File: src/rtl/vend_dispense_ctrl_if.sv
// Request/response bundle between the credit FSM, the customer sensor and the dispense stage.
// The master side drives the request, change amount and collect confirmation.
interface vend_dispense_ctrl_if #(
    parameter int unsigned CHANGE_W = 4
) ();
    logic                vend_req;
    logic [CHANGE_W-1:0] change_in;
    logic                collected;
    logic                vend_ack;
    logic                motor;
    logic                hopper_pulse;
    logic [CHANGE_W-1:0] change_left;
    logic                busy;
    logic                done;
    logic                timeout;
    logic [2:0]          state;

    modport master (
        output vend_req, change_in, collected,
        input  vend_ack, motor, hopper_pulse, change_left, busy, done, timeout, state
    );

    modport slave (
        input  vend_req, change_in, collected,
        output vend_ack, motor, hopper_pulse, change_left, busy, done, timeout, state
    );
endinterface

File: src/rtl/vend_dispense_ctrl.sv
// Dispense sequencer: motor run, collect wait, then one hopper pulse per owed coin.
// Define VEND_COLLECT_TIMEOUT_EN to give up waiting for collected after COLLECT_TIMEOUT cycles.
module vend_dispense_ctrl #(
    parameter int unsigned CHANGE_W        = 4,
    parameter int unsigned MOTOR_CYCLES    = 8,
    parameter int unsigned HOPPER_ON       = 2,
    parameter int unsigned HOPPER_OFF      = 2,
    parameter int unsigned COLLECT_TIMEOUT = 64
) (
    input  logic                  clk,
    input  logic                  rst,
    vend_dispense_ctrl_if.slave   bus
);

    typedef enum logic [2:0] {
        StIdle    = 3'd0,
        StMotor   = 3'd1,
        StWaitCol = 3'd2,
        StPayOn   = 3'd3,
        StPayOff  = 3'd4,
        StDone    = 3'd5
    } state_e;

    // One phase counter shared by motor, hopper-on and hopper-off phases.
    localparam int unsigned MaxMh  = (MOTOR_CYCLES > HOPPER_ON) ? MOTOR_CYCLES : HOPPER_ON;
    localparam int unsigned CntMax = (MaxMh > HOPPER_OFF) ? MaxMh : HOPPER_OFF;
    localparam int unsigned CntW   = (CntMax > 1) ? $clog2(CntMax) : 1;

    localparam logic [CntW-1:0] MotorLast = CntW'(MOTOR_CYCLES - 1);
    localparam logic [CntW-1:0] OnLast    = CntW'(HOPPER_ON - 1);
    localparam logic [CntW-1:0] OffLast   = CntW'(HOPPER_OFF - 1);

    if (MOTOR_CYCLES < 1 || HOPPER_ON < 1 || HOPPER_OFF < 1 || COLLECT_TIMEOUT < 1)
    begin : g_param_check
        $error("vend_dispense_ctrl: cycle-count parameters must be at least 1");
    end

    state_e              state_q, state_d;
    logic [CntW-1:0]     cnt_q, cnt_d;
    logic [CHANGE_W-1:0] change_left_q, change_left_d;
    logic                vend_ack_q, vend_ack_d;
    logic                motor_q, motor_d;
    logic                hopper_q, hopper_d;
    logic                busy_q, busy_d;
    logic                done_q, done_d;
    logic                collect_go;

`ifdef VEND_COLLECT_TIMEOUT_EN
    localparam int unsigned     TmoW    = (COLLECT_TIMEOUT > 1) ? $clog2(COLLECT_TIMEOUT) : 1;
    localparam logic [TmoW-1:0] TmoLast = TmoW'(COLLECT_TIMEOUT - 1);

    logic [TmoW-1:0] tmo_cnt_q, tmo_cnt_d;
    logic            timeout_q, timeout_d;
`endif

    always_comb begin
        state_d       = state_q;
        cnt_d         = cnt_q;
        change_left_d = change_left_q;
        vend_ack_d    = 1'b0;
        collect_go    = 1'b0;
`ifdef VEND_COLLECT_TIMEOUT_EN
        timeout_d     = timeout_q;
        tmo_cnt_d     = '0;
`endif
        unique case (state_q)
            StIdle: begin
                if (bus.vend_req) begin
                    change_left_d = bus.change_in;
                    vend_ack_d    = 1'b1;
                    cnt_d         = '0;
                    state_d       = StMotor;
`ifdef VEND_COLLECT_TIMEOUT_EN
                    timeout_d     = 1'b0;
`endif
                end
            end
            StMotor: begin
                if (cnt_q == MotorLast) begin
                    cnt_d   = '0;
                    state_d = StWaitCol;
                end else begin
                    cnt_d = cnt_q + CntW'(1);
                end
            end
            StWaitCol: begin
                collect_go = bus.collected;
`ifdef VEND_COLLECT_TIMEOUT_EN
                // A collect arriving on the expiry cycle wins over the timeout.
                if (!bus.collected) begin
                    if (tmo_cnt_q == TmoLast) begin
                        collect_go = 1'b1;
                        timeout_d  = 1'b1;
                    end else begin
                        tmo_cnt_d = tmo_cnt_q + TmoW'(1);
                    end
                end
`endif
                if (collect_go) begin
                    cnt_d   = '0;
                    state_d = (change_left_q != '0) ? StPayOn : StDone;
                end
            end
            StPayOn: begin
                if (cnt_q == OnLast) begin
                    cnt_d   = '0;
                    state_d = StPayOff;
                    if (change_left_q != '0) begin
                        change_left_d = change_left_q - CHANGE_W'(1);
                    end
                end else begin
                    cnt_d = cnt_q + CntW'(1);
                end
            end
            StPayOff: begin
                if (cnt_q == OffLast) begin
                    cnt_d   = '0;
                    state_d = (change_left_q != '0) ? StPayOn : StDone;
                end else begin
                    cnt_d = cnt_q + CntW'(1);
                end
            end
            StDone: begin
                state_d = StIdle;
            end
            default: begin
                state_d = StIdle;
            end
        endcase

        // Outputs are decoded from the next state so they register alongside it.
        motor_d  = (state_d == StMotor);
        hopper_d = (state_d == StPayOn);
        busy_d   = (state_d != StIdle);
        done_d   = (state_d == StDone);
    end

    always_ff @(posedge clk or negedge rst) begin
        if (!rst) begin
            state_q       <= StIdle;
            cnt_q         <= '0;
            change_left_q <= '0;
            vend_ack_q    <= 1'b0;
            motor_q       <= 1'b0;
            hopper_q      <= 1'b0;
            busy_q        <= 1'b0;
            done_q        <= 1'b0;
        end else begin
            state_q       <= state_d;
            cnt_q         <= cnt_d;
            change_left_q <= change_left_d;
            vend_ack_q    <= vend_ack_d;
            motor_q       <= motor_d;
            hopper_q      <= hopper_d;
            busy_q        <= busy_d;
            done_q        <= done_d;
        end
    end

`ifdef VEND_COLLECT_TIMEOUT_EN
    always_ff @(posedge clk or negedge rst) begin
        if (!rst) begin
            tmo_cnt_q <= '0;
            timeout_q <= 1'b0;
        end else begin
            tmo_cnt_q <= tmo_cnt_d;
            timeout_q <= timeout_d;
        end
    end

    assign bus.timeout = timeout_q;
`else
    assign bus.timeout = 1'b0;
`endif

    assign bus.vend_ack     = vend_ack_q;
    assign bus.motor        = motor_q;
    assign bus.hopper_pulse = hopper_q;
    assign bus.change_left  = change_left_q;
    assign bus.busy         = busy_q;
    assign bus.done         = done_q;
    assign bus.state        = state_q;

endmodule

File: src/flat_wrapper.sv
// flat-port wrapper written by rule: the top's interface ports become plain ports
module vend_dispense_ctrl_flat 
#(
    parameter int unsigned CHANGE_W        = 4,
    parameter int unsigned MOTOR_CYCLES    = 8,
    parameter int unsigned HOPPER_ON       = 2,
    parameter int unsigned HOPPER_OFF      = 2,
    parameter int unsigned COLLECT_TIMEOUT = 64
)
  (clk, rst, bus_vend_req, bus_change_in, bus_collected, bus_vend_ack, bus_motor, bus_hopper_pulse, bus_change_left, bus_busy, bus_done, bus_timeout, bus_state);
  vend_dispense_ctrl_if #(.CHANGE_W(CHANGE_W)) bus_i ();
  input  logic clk;
  input  logic rst;
  input wire logic [$bits(bus_i.vend_req)-1:0] bus_vend_req;
  input wire logic [$bits(bus_i.change_in)-1:0] bus_change_in;
  input wire logic [$bits(bus_i.collected)-1:0] bus_collected;
  output wire logic [$bits(bus_i.vend_ack)-1:0] bus_vend_ack;
  output wire logic [$bits(bus_i.motor)-1:0] bus_motor;
  output wire logic [$bits(bus_i.hopper_pulse)-1:0] bus_hopper_pulse;
  output wire logic [$bits(bus_i.change_left)-1:0] bus_change_left;
  output wire logic [$bits(bus_i.busy)-1:0] bus_busy;
  output wire logic [$bits(bus_i.done)-1:0] bus_done;
  output wire logic [$bits(bus_i.timeout)-1:0] bus_timeout;
  output wire logic [$bits(bus_i.state)-1:0] bus_state;
  assign bus_i.vend_req = bus_vend_req;
  assign bus_i.change_in = bus_change_in;
  assign bus_i.collected = bus_collected;
  assign bus_vend_ack = bus_i.vend_ack;
  assign bus_motor = bus_i.motor;
  assign bus_hopper_pulse = bus_i.hopper_pulse;
  assign bus_change_left = bus_i.change_left;
  assign bus_busy = bus_i.busy;
  assign bus_done = bus_i.done;
  assign bus_timeout = bus_i.timeout;
  assign bus_state = bus_i.state;
  vend_dispense_ctrl #(.CHANGE_W(CHANGE_W), .MOTOR_CYCLES(MOTOR_CYCLES), .HOPPER_ON(HOPPER_ON), .HOPPER_OFF(HOPPER_OFF), .COLLECT_TIMEOUT(COLLECT_TIMEOUT)) u_core (.clk(clk), .rst(rst), .bus(bus_i));
endmodule
File: config.mk
export PLATFORM = sky130hd
export DESIGN_NAME = vend_dispense_ctrl_flat
export DESIGN_NICKNAME = d
export VERILOG_FILES = /design/src/rtl/vend_dispense_ctrl_if.sv /design/src/rtl/vend_dispense_ctrl.sv /design/src/flat_wrapper.sv
export SDC_FILE = /design/constraint.sdc
export NUM_CORES = 1
export LEC_CHECK = 0
export CORE_ASPECT_RATIO = 0.8
export CORE_MARGIN = 8
export CORE_UTILIZATION = 44
export CTS_BUF_LIST = sky130_fd_sc_hd__clkbuf_16
export CTS_CLUSTER_DIAMETER = 60
export DETAILED_ROUTE_END_ITERATION = 7
export PLACE_DENSITY = 0.8
export REMOVE_ABC_BUFFERS = 1
export SKIP_LAST_GASP = 1
export SYNTH_ARGS = -nofsm -noshare
export SYNTH_HDL_FRONTEND = slang
export SYNTH_SLANG_ARGS = --single-unit
File: constraint.sdc
create_clock -name clk -period 1.5 [get_ports clk]
set_input_delay 0.15 -clock clk [delete_from_list [all_inputs] [get_ports clk]]
set_output_delay 0.15 -clock clk [all_outputs]
set_load 0.1 [all_outputs]
==> Word level (Yosys, flattened, before mapping) <==
Cells that the tools add are included.
{ "word_totals": {"ff_bits": 15, "latch_bits": 0, "ramBits": 0, "rom_bits": 0, "input_bits": 8, "out_inout_bits": 13, "wordCells": 49, "mem_count": 0} }
{ "classes": {"add_sub_neg": 2, "mul": 0, "div": 0, "order_cmp": 0, "n_eq_ne": 13, "shift": 0, "n_mux": 18, "bitwise": 0, "n_reduce_logical": 8} }
{ "ops": {"columns": ["op", "count"], "rows": [
  ["3-bit 2-to-1 mux", 10],
  ["3-bit case mux with 5 select lines", 1],
  ["4-bit 2-to-1 mux", 3],
  ["3-bit case mux with 4 select lines", 1],
  ["3-bit by 1-bit == test with 1-bit output (second input constant)", 3],
  ["3-bit by 2-bit == test with 1-bit output (second input constant)", 3],
  ["3-bit == test (second input constant)", 3],
  ["4-bit case mux with 2 select lines", 1],
  ["4-bit nonzero test", 2],
  ["2-bit by 1-bit != test with 1-bit output (second input constant)", 2],
  ["2-bit != test (second input constant)", 2],
  ["4-bit AND reduction", 1],
  ["4-bit by 1-bit subtractor with 4-bit output (second input constant)", 1],
  ["3-bit by 1-bit adder with 3-bit output (second input constant)", 1],
  ["3-bit zero test", 1],
  ["3-bit AND reduction", 1],
  ["3-bit nonzero test", 1],
  ["1-bit 2-to-1 mux", 2],
  ["2-bit nonzero test", 1],
  ["2-bit OR reduction", 1]
]} }

==> Logic depth before layout (Yosys ltp) <==
Gate-level depths: netlist of the first run.
{ "depth": {"ltp_word": 5, "mapped_depth": 6, "mapped_depth_nobuf": 6} }

==> Worst setup path before layout of the first run <==
No wires, ideal clock.
{ "synth_timing": {"path_kind": "reg-to-reg", "startpoint": "register u_core.change_left_q[0], in the netlist u_core.bus.change_left[0]", "endpoint": "register u_core.busy_q, in the netlist u_core.bus.busy", "setup_ns": 0.140, "t_arrival_ns": 2.142, "required_ns": 1.360, "slack_ns": -0.783, "stages_incl_launch_ff": 7, "path_buffers": 0, "period_less_slack_ns": 2.283, "path_cell_list": "dfrtp_1 > inv_1 > ha_1 > nor3b_2 > and2_1 > a211oi_1 > nand3_1"} }
{ "synth_via": {"elab_chain_cells": 5, "elab_cells_between_ends": 6, "classes_between": "4 x mux; 2 x reduce/logical"} }
{ "synth_lines": {"columns": ["element", "line_no", "source"], "rows": [
  ["start: declaration", "vend_dispense_ctrl.sv:40", "logic [CHANGE_W-1:0] change_left_q, change_left_d;"],
  ["start signal: assignment", "vend_dispense_ctrl.sv:151", "change_left_q <= change_left_d;"],
  ["4-bit nonzero test (*)", "vend_dispense_ctrl.sv:101, vend_dispense_ctrl.sv:118", null],
  ["3-bit 2-to-1 mux (*)", "vend_dispense_ctrl.sv:101, vend_dispense_ctrl.sv:118", null],
  ["3-bit 2-to-1 mux (on tied branches)", "vend_dispense_ctrl.sv:116, vend_dispense_ctrl.sv:99", null],
  ["3-bit case mux with 5 select lines (*)", "vend_dispense_ctrl.sv:66", "unique case (state_q)"],
  ["3-bit nonzero test (*)", "vend_dispense_ctrl.sv:134", "busy_d = (state_d != StIdle);"],
  ["via u_core.busy_d", "vend_dispense_ctrl.sv:44", "logic busy_q, busy_d;"],
  ["end signal: assignment", "vend_dispense_ctrl.sv:155", "busy_q <= busy_d;"],
  ["end: declaration", "vend_dispense_ctrl.sv:44", null]
]} }
The timed path passes the listed nets; every way through them passes the cells marked *.
A chain may end at the register's enable or synchronous reset.

==> Worst setup path in the final report of the first run <==
{ "layout_timing": {"startpoint": "register u_core.change_left_q[0], in the netlist u_core.bus.change_left[0]", "endpoint": "register u_core.change_left_q[3], in the netlist u_core.bus.change_left[3]"} }
{ "layout_via": {"elab_chain_cells": 4, "elab_cells_between_ends": 7, "classes_between": "1 x add/sub; 1 x eq/ne; 3 x mux; 2 x reduce/logical"} }
{ "layout_lines": {"columns": ["element", "line_no", "source"], "rows": [
  ["4-bit by 1-bit subtractor with 4-bit output", "vend_dispense_ctrl.sv:109", "change_left_d = change_left_q - CHANGE_W'(1);"],
  ["4-bit 2-to-1 mux", "vend_dispense_ctrl.sv:108", "if (change_left_q != '0) begin"],
  ["4-bit 2-to-1 mux", "vend_dispense_ctrl.sv:105", "if (cnt_q == OnLast) begin"],
  ["4-bit case mux with 2 select lines", "vend_dispense_ctrl.sv:66", null]
]} }
Several ways; a longest one is shown, not always the timed one. The select of a mux whose other input is x is not followed.

==> results of run 1 <==
==> worst max-delay path: cells and delay by family (launching register included) <==
kind	cells	cell delay, ns
buffers and inverters	2	0.20
AOI/OAI and AO/OA	1	0.31
and+or+nand+nor	3	0.42
adders and majority gates	1	0.16
DFF	1	0.37
==> registers in the layout (all words and copies together), names as in the netlist <==
name                     cells
u_core.cnt_q                 3
u_core.bus.busy              1
u_core.bus.done              1
u_core.bus.state             3
u_core.bus.hopper_pulse      1
u_core.bus.vend_ack          1
u_core.bus.motor             1
u_core.bus.change_left       4
==> stage by stage <==
stage / cells / setup TNS (ns)
after global placement: 157 / -0.8951
after global routing: 169 / -0.5923
after CTS: 161 / -0.06786
final: 169 / -0.06197
after detailed placement: 157 / -1.392
after floorplan: 93 / -8.007
==> worst max-delay path by stage <==
stage	start	cells past startpoint	endpoint	slack, ns
final	u_core.bus.change_left[0]$_DFFE_PN0P_	7	u_core.bus.change_left[3]$_DFFE_PN0P_	-0.03
after global routing	u_core.bus.change_left[0]$_DFFE_PN0P_	6	u_core.bus.busy$_DFF_PN0_	-0.10
after CTS	u_core.cnt_q[0]$_DFFE_PN0P_	7	u_core.bus.busy$_DFF_PN0_	-0.02
after detailed placement	bus_vend_req	6	u_core.bus.change_left[3]$_DFFE_PN0P_	-0.21
after global placement	bus_vend_req	6	u_core.bus.change_left[3]$_DFFE_PN0P_	-0.15
after floorplan	u_core.bus.change_left[0]$_DFFE_PN0P_	6	u_core.bus.busy$_DFF_PN0_	-0.78
==> layout by cell type (no fill, tap or decap), drive strengths merged, types with 2 or more instances in the layout <==
cell and n:
buf 40, dfrtp 15, clkbuf 3, nor2b 6, a211oi 4, clkdlybuf4s50 7, nand3 2, nor2 12
nand2b 5, inv 9, or3b 2, o31ai 2, o22ai 3, nand4 2, o32ai 2, mux2i 2
ha 5, o21ai 2, a21oi 6, nor3 4
==> repair_timing <==
action,4_1_cts,5_1_grt
setup endpoints to repair,12,13
buffers inserted,0,9
hold buffers,0,0
pin swaps,5,11
gates resized for setup,18,38
==> layer usage <==
metal	GRT usage [%]	wire length [um]
met1	17.38	1306
met2	25.24	1771
met3	5.664	260
met4	4.762	112
met5	0	0
==> logic make-up (layout without fill, tap and decap cells) <==
family / Yosys count / in the layout / share of synthesized area, %
muxes: 2 / 2 / 2.148
adders and majority gates: 5 / 5 / 6.711
AOI/OAI and AO/OA: 21 / 21 / 17.18
other: 1 / 1 / 0.4023
and+or+nand+nor: 40 / 40 / 26.71
DFF: 15 / 15 / 40.27
buffers and inverters: 14 / 60 / 6.577
==> final cells by class <==
type	instances	area, um2
sequential	15	375.4
clock buffer	3	75.07
timing repair buffer	47	543.0
inverter	9	33.78
tap	25	31.28
clock inverter	1	5.005
multi-input combinational	69	703.2
fill	87	316.6
==> reports/metrics.cfg, run 1 <==
[logic_synthesis]
synthArstFlopShare_pct = 100.0
synthTopCellsByArea = dfrtp_1 40%, ha_1 6.7%, nor2b_1 4.0%
synth_commonest_cells = 15 x dfrtp_1, 9 x inv_1, 9 x nor2_1, 6 x a21oi_1, 6 x nor2b_1
synth-edff-count = 0
synthFlopType = dfrtp_1
synth_cell_types = 34
synth_area_per_cell_um2 = 9.512
ys_seq_area_share_pct = 40.27
syn_inst = 98
synth_most_common_cell = dfrtp_1
ys_seq_elements = 15
syn_area_um2 = 932.1
yosysWarnings = 0
synth_top_area_share_pct = 40.27
yosys.area.top_type = dfrtp_1

[worst_setup_path]
path_class = flop to flop
cp.arrival_ns = 1.70
cp-start-kind = flop
path_cells = inv_2, ha_4, nor3b_4, buf_6, o31ai_4, nor2_2, nor3_2
critPathMaxFanout = 4
r2r_end = u_core.bus.change_left[3]$_DFFE_PN0P_
r2r_slack_ns = -0.03
timing.rr.start = u_core.bus.change_left[0]$_DFFE_PN0P_
reg2regPathDepth = 7
cp.required_ns = 1.67
cpMaxStageDelayCell = dfrtp_1
cp-end-kind = flop
slowest_delay_ns = 0.37

[floorplan]
coreArea_um2 = 2083
fp.dieH_um = 57.17
initial_utilization_pct = 44.74
die-area_um2 = 3857
die_x_um = 67.46
rows = 15
ios = 21

[grt]
grt_usage_pct = 15.18
grt_pass1_wl_mm = 4.519
grt_overflow = 0
grt_max_degree = 16
grt_pass1_vias = 939
antenna_found_initial = 0

[placed_design]
io_buffer_count = 19
post-dp-hpwl_mm = 1.935
gp_congestion = 0.9106
placed_area_um2 = 1396
place_ws_ns = -0.2071

[finish]
antenna_cells = 0
utilization_pct = 84.80
syn2layout_area_growth_pct = 89.53
nNetsFinal = 158
drive_gt1_share_pct = 59.72
final_area_um2 = 1767

[timing]
fin_skew_ns = 0.004545
slew_violations = 0
min_period_ns = 1.526
hold_slack_ns = 0.2077
setup_violations = 5
final.period_utilization_pct = 101.8
max_freq_mhz = 655.2
rsz0062_at_grt = yes
hold_viol_final = 0
setup_slack_ns = -0.02629

[clocking]
cts_htree_levels = 1
root_buffer = clkbuf_16
clk_latency_ns = 0.25
numCtsBuffers = 3
cts.clk_slew.worst_paths_ns = 0.05
clock_path_buffers = 2
cts.sinks = 15
cts_tree = yes

[route]
drt-pass1-iter-count = 4
wire_per_inst_um = 20.41
ant_nets = 0
vias_per_cell = 5.834
dr.first_iter.drc_count = 104
finalWirelength_mm = 3.450
drc = 0
via_count = 986

[job]
drv_cap = 0

[status]
violations = negative setup slack
status = finished with violations

[worst_hold_path]
hold_class = input pin to async pin

Power of run 1 is not shown: default switching activity piles up to over one toggle a cycle in this logic, so the estimate is an artifact.
==> run 2: changes to the inputs <==
--- a/config.mk
+++ b/config.mk
@@ -12,7 +12,6 @@
 export CTS_CLUSTER_DIAMETER = 60
 export DETAILED_ROUTE_END_ITERATION = 7
 export PLACE_DENSITY = 0.8
-export REMOVE_ABC_BUFFERS = 1
 export SKIP_LAST_GASP = 1
 export SYNTH_ARGS = -nofsm -noshare
 export SYNTH_HDL_FRONTEND = slang
==> reports/metrics.cfg, run 2 (synthesis gave the netlist of run 1 again) <==
[status]
status = finished with violations
violations = negative setup slack

[worst_setup_path]
critPathMaxFanout = 4  ; unchanged
r2r_slack_ns = -0.11  ; -0.09 ns
r2r_end = u_core.bus.busy$_DFF_PN0_
cp-end-kind = flop
cp.required_ns = 1.62  ; -0.05 ns
cp-start-kind = flop
timing.rr.start = u_core.bus.change_left[0]$_DFFE_PN0P_
path_class = flop to flop
reg2regPathDepth = 7  ; unchanged
cp.arrival_ns = 1.74  ; +0.04 ns

[floorplan]
coreArea_um2 = 2083  ; unchanged
die_x_um = 67.46  ; unchanged
die-area_um2 = 3857  ; unchanged
fp.dieH_um = 57.17  ; unchanged
ios = 21  ; unchanged
initial_utilization_pct = 44.74  ; unchanged
rows = 15  ; unchanged

[clocking]
cts.clk_slew.worst_paths_ns = 0.05  ; about the same
clk_latency_ns = 0.25  ; about the same
root_buffer = clkbuf_16
cts_tree = yes
cts_htree_levels = 1  ; unchanged
clock_path_buffers = 2  ; unchanged
postCtsHoldBufs = 0  ; unchanged
cts.sinks = 15  ; unchanged
numCtsBuffers = 3  ; unchanged

[timing]
setup_violations = 11  ; +6
hold_viol_final = 0  ; unchanged
setup_slack_ns = -0.1140  ; -0.08775 ns
rsz0062_at_grt = yes
hold_slack_ns = 0.2348  ; +0.02703 ns
min_period_ns = 1.614  ; +0.08775 ns
max_freq_mhz = 619.6  ; -5.4%
slew_violations = 0  ; unchanged
fin_skew_ns = 0.002826  ; -0.001720 ns
final.period_utilization_pct = 107.6  ; +5.9 points

[job]
drv_cap = 0  ; unchanged

[finish]
drive_gt1_share_pct = 60.84  ; +1.1 points
instances_no_fill = 168  ; -0.59%
final_cell_mix = 25 x buf_4, 13 x buf_12, 8 x nor2_1, 8 x dfrtp_1, 7 x clkdlybuf4s50_1
utilization_pct = 83.12  ; -1.7 points
seqCellArea_um2 = 396.6  ; +5.7%
nNetsFinal = 157  ; -0.63%
syn2layout_area_growth_pct = 85.77
multi_input_area_um2 = 656.9  ; -6.6%
largest_register_ffs = 4  ; unchanged
antenna_cells = 0  ; unchanged
final_common_cell = buf_4
nFillCells = 110  ; +26%

[route]
finalWirelength_mm = 3.370  ; -2.3%
via_count = 985  ; -0.10%
wl_met3_um = 171  ; -34%
dr.first_iter.drc_count = 48  ; -54%
ant_nets = 0  ; unchanged
drt-met1-wl_mm = 1.443  ; +10%
drt-pass1-iter-count = 4  ; unchanged
wire_per_inst_um = 20.06  ; -1.7%
highest_layer = met4
vias_per_cell = 5.863  ; +0.49%
drc = 0  ; unchanged
wl_met2_mm = 1.628  ; -8.1%

[grt]
grt_usage_pct = 16.61  ; +1.4 points
grt_max_degree = 16  ; unchanged
grt_pass1_vias = 1033  ; +10%
grt_overflow = 0  ; unchanged
grt_pass1_wl_mm = 4.871  ; +7.8%
antenna_found_initial = 0  ; unchanged

[placed_design]
dpl.cell_count = 161  ; +2.5%
gp_congestion = 0.8486  ; -6.8%
post-dp-hpwl_mm = 2.002  ; +3.5%
io_buffer_count = 19  ; unchanged

[logic_synthesis]
syn-num-nets = 111

[worst_hold_path]
hold_class = input pin to async pin

[run 2: worst max path at each step]
| stage | startpoint | to | slack (ns) | cells past startpoint |
|---|---|---|---|---|
| 2_1_floorplan | u_core.bus.change_left[0]$_DFFE_PN0P_ | u_core.bus.busy$_DFF_PN0_ | -0.19 | 6 |
| 3_3_place_gp | bus_vend_req | u_core.bus.change_left[0]$_DFFE_PN0P_ | -0.14 | 6 |
| 3_5_place_dp | bus_vend_req | u_core.cnt_q[0]$_DFFE_PN0P_ | -0.22 | 6 |
| 4_1_cts | u_core.bus.state[2]$_DFF_PN0_ | u_core.bus.change_left[1]$_DFFE_PN0P_ | -0.10 | 5 |
| 5_1_grt | u_core.bus.change_left[0]$_DFFE_PN0P_ | u_core.bus.busy$_DFF_PN0_ | -0.18 | 7 |
| 6_report | u_core.bus.change_left[0]$_DFFE_PN0P_ | u_core.bus.busy$_DFF_PN0_ | -0.11 | 7 |
[run 2: critical path, cell delays in order (launching register included)]
cell and delay, ns:
dfrtp_4 0.49, inv_4 0.08, ha_4 0.13, nor3b_4 0.29
a211oi_2 0.11, nor3_1 0.17, buf_4 0.17, nand3_2 0.05
[run 2: routing by layer]
metal | up-vias | global-route usage, %
met4 | 0 | 10.42
li1 | 438 | -
met1 | 486 | 19.22
met5 | - | 0
met3 | 14 | 3.125
met2 | 47 | 27.13
[run 2: area by class of cell]
| cell class | count | share of cell area (%) |
|---|---|---|
| inverters | 9 | 2.240 |
| clock buffers | 3 | 4.335 |
| clock inverters | 1 | 0.2168 |
| multi-input cells | 69 | 37.93 |
| repair buffers | 46 | 30.56 |
| flip-flops and latches | 15 | 22.90 |
| well taps | 25 | 1.806 |
[run 2: repair_timing]
item                       CTS  global route
setup buffers                4             0
setup endpoints to repair   11            13
pin swaps                    6             2
hold endpoints to repair     0             0
resized for setup           12            15
[run 2: stage by stage]
stage	area, um2	TNS [ns]	setup WS, ns
3_3_place_gp	1528	-0.8197	-0.1415
4_1_cts	1677	-0.5088	-0.1027
3_5_place_dp	1528	-1.179	-0.2161
6_report	1732	-0.7943	-0.1140
2_1_floorplan	1033	-1.684	-0.1933
5_1_grt	1732	-1.400	-0.1808
Power of run 2 is left out for the same reason.
==> run 3: changes to the inputs <==
--- a/config.mk
+++ b/config.mk
@@ -5,6 +5,7 @@
 export SDC_FILE = /design/constraint.sdc
 export NUM_CORES = 1
 export LEC_CHECK = 0
+export CAP_MARGIN = 0
 export CORE_ASPECT_RATIO = 0.8
 export CORE_MARGIN = 8
 export CORE_UTILIZATION = 44
@@ -16,3 +17,4 @@
 export SYNTH_ARGS = -nofsm -noshare
 export SYNTH_HDL_FRONTEND = slang
 export SYNTH_SLANG_ARGS = --single-unit
+export TNS_END_PERCENT = 20
==> reports/metrics.cfg, run 3 (synthesis gave the netlist of run 1 again) <==
[status]
status = finished with violations
violations = negative setup slack

[finish]
drive_gt1_share_pct = 55.10  ; -5.7 points
syn2layout_area_growth_pct = 82.42
antenna_cells = 0  ; unchanged
instances_no_fill = 172  ; +2.4%
final_area_um2 = 1700  ; -1.8%
final_common_cell = buf_4
nNetsFinal = 161  ; +2.5%
final_cell_mix = 28 x buf_4, 12 x buf_12, 8 x nor2_1, 8 x dfrtp_1, 7 x clkdlybuf4s50_1
largest_register_ffs = 4  ; unchanged

[route]
ant_nets = 0  ; unchanged
dr.first_iter.drc_count = 40  ; -17%
drt-met1-wl_mm = 1.139  ; -21%
via_count = 966  ; -1.9%
finalWirelength_mm = 3.041  ; -9.8%
wl_met2_mm = 1.652  ; +1.5%
drc = 0  ; unchanged
wl_met3_um = 173  ; +1.2%
drt-pass1-iter-count = 4  ; unchanged
vias_per_cell = 5.616  ; -4.2%
highest_layer = met4
wire_per_inst_um = 17.68  ; -12%

[grt]
grt_overflow = 0  ; unchanged
grt_max_degree = 16  ; unchanged
antenna_found_initial = 0  ; unchanged
grt_pass1_wl_mm = 4.140  ; -15%
grt_usage_pct = 13.80  ; -2.8 points
grt_pass1_vias = 900  ; -13%

[timing]
hold_viol_final = 0  ; unchanged
setup_violations = 13  ; +2
max_freq_mhz = 602.5  ; -2.8%
final.period_utilization_pct = 110.7  ; +3.1 points
setup_slack_ns = -0.1598  ; -0.04578 ns
fin_skew_ns = 0.003540  ; +0.0007147 ns
slew_violations = 0  ; unchanged
min_period_ns = 1.660  ; +0.04578 ns
rsz0062_at_grt = yes

[worst_setup_path]
cp.arrival_ns = 1.83  ; +0.09 ns
cp-start-kind = flop
startpoint = u_core.bus.change_left[0]$_DFFE_PN0P_
r2r_end = u_core.bus.change_left[3]$_DFFE_PN0P_
timing.rr.start = u_core.bus.change_left[0]$_DFFE_PN0P_
endpoint = u_core.bus.change_left[3]$_DFFE_PN0P_
critPathMaxFanout = 4  ; unchanged
path_class = flop to flop
cp-end-kind = flop
cp.required_ns = 1.67  ; +0.05 ns
reg2regPathDepth = 8  ; +1
r2r_slack_ns = -0.16  ; -0.05 ns

[clocking]
clk_latency_ns = 0.24  ; about the same
cts_htree_levels = 1  ; unchanged
cts_tree = yes
root_buffer = clkbuf_16
clock_path_buffers = 2  ; unchanged
numCtsBuffers = 3  ; unchanged
cts.clk_slew.worst_paths_ns = 0.05  ; about the same
cts.sinks = 15  ; unchanged
postCtsHoldBufs = 0  ; unchanged

[placed_design]
placed_area_um2 = 1486  ; -2.7%
dpl.cell_count = 164  ; +1.9%
gp_congestion = 0.8792  ; +3.6%
post-dp-hpwl_mm = 1.919  ; -4.1%
io_buffer_count = 19  ; unchanged

[worst_hold_path]
hold_class = input pin to async pin

[floorplan]
die_x_um = 67.46  ; unchanged
initial_utilization_pct = 44.74  ; unchanged
fp.dieH_um = 57.17  ; unchanged
ios = 21  ; unchanged
die-area_um2 = 3857  ; unchanged
rows = 15  ; unchanged
coreArea_um2 = 2083  ; unchanged

[job]
drv_cap = 0  ; unchanged

[logic_synthesis]
syn-num-nets = 111  ; unchanged

run 3: cell count changes in the layout (fill, tap and decap cells not counted), sizes merged:
cell / before / now
clkinv: 0 / 1
inv: 10 / 9
buf: 39 / 43
run 3: stage by stage:
| stage | utilization, % | setup TNS (ns) | hold slack (ns) | setup slack, ns |
|---|---|---|---|---|
| 4_1_cts | 76.70 | -0.6184 | 0.2341 | -0.1129 |
| 3_5_place_dp | 71.35 | -1.118 | 0.4930 | -0.2068 |
| 6_report | 81.62 | -1.031 | 0.2275 | -0.1598 |
| 3_3_place_gp | 71.35 | -0.7356 | 0.4809 | -0.1350 |
| 5_1_grt | 81.62 | -1.729 | 0.2648 | -0.2067 |
| 2_1_floorplan | - | -2.067 | -0.1456 | -0.1933 |
run 3: repair_timing:
action                     4_1_cts  5_1_grt
pin swaps                        2        8
setup endpoints to repair       11       13
gates resized for setup          8       16
setup buffers                    0        6
run 3: area by class of cell:
class                      instances  area (um2)
timing repair buffer              50       554.3
tap                               25       31.28
sequential                        15       396.6
clock inverter                     1       5.005
inverter                           9       38.79
multi-input combinational         69       599.3
clock buffer                       3       75.07
fill                             117       382.9
run 3: how the worst min path moves through the flow:
stage,startpoint,end,slack [ns]
after global placement,rst,u_core.bus.state[1]$_DFF_PN0_,0.48
after floorplan,rst,u_core.bus.busy$_DFF_PN0_,-0.15
final,rst,u_core.bus.change_left[3]$_DFFE_PN0P_,0.23
after global routing,rst,u_core.bus.change_left[3]$_DFFE_PN0P_,0.26
after detailed placement,rst,u_core.bus.state[0]$_DFF_PN0_,0.49
after CTS,rst,u_core.bus.change_left[0]$_DFFE_PN0P_,0.23
run 3: critical path: stages (launching register included):
cell,delay [ns]
dfrtp_4,0.43
inv_4,0.05
ha_4,0.16
nor3b_4,0.16
buf_4,0.15
o31ai_4,0.28
buf_4,0.18
nor2_2,0.03
nor3_2,0.14
run 3: metal layers:
metal / up-vias / global-route usage (%)
met5: - / 0
met4: 0 / 2.381
met3: 6 / 4.297
met2: 36 / 24.56
met1: 479 / 15.69
li1: 445 / -
Power of run 3 is left out for the same reason.
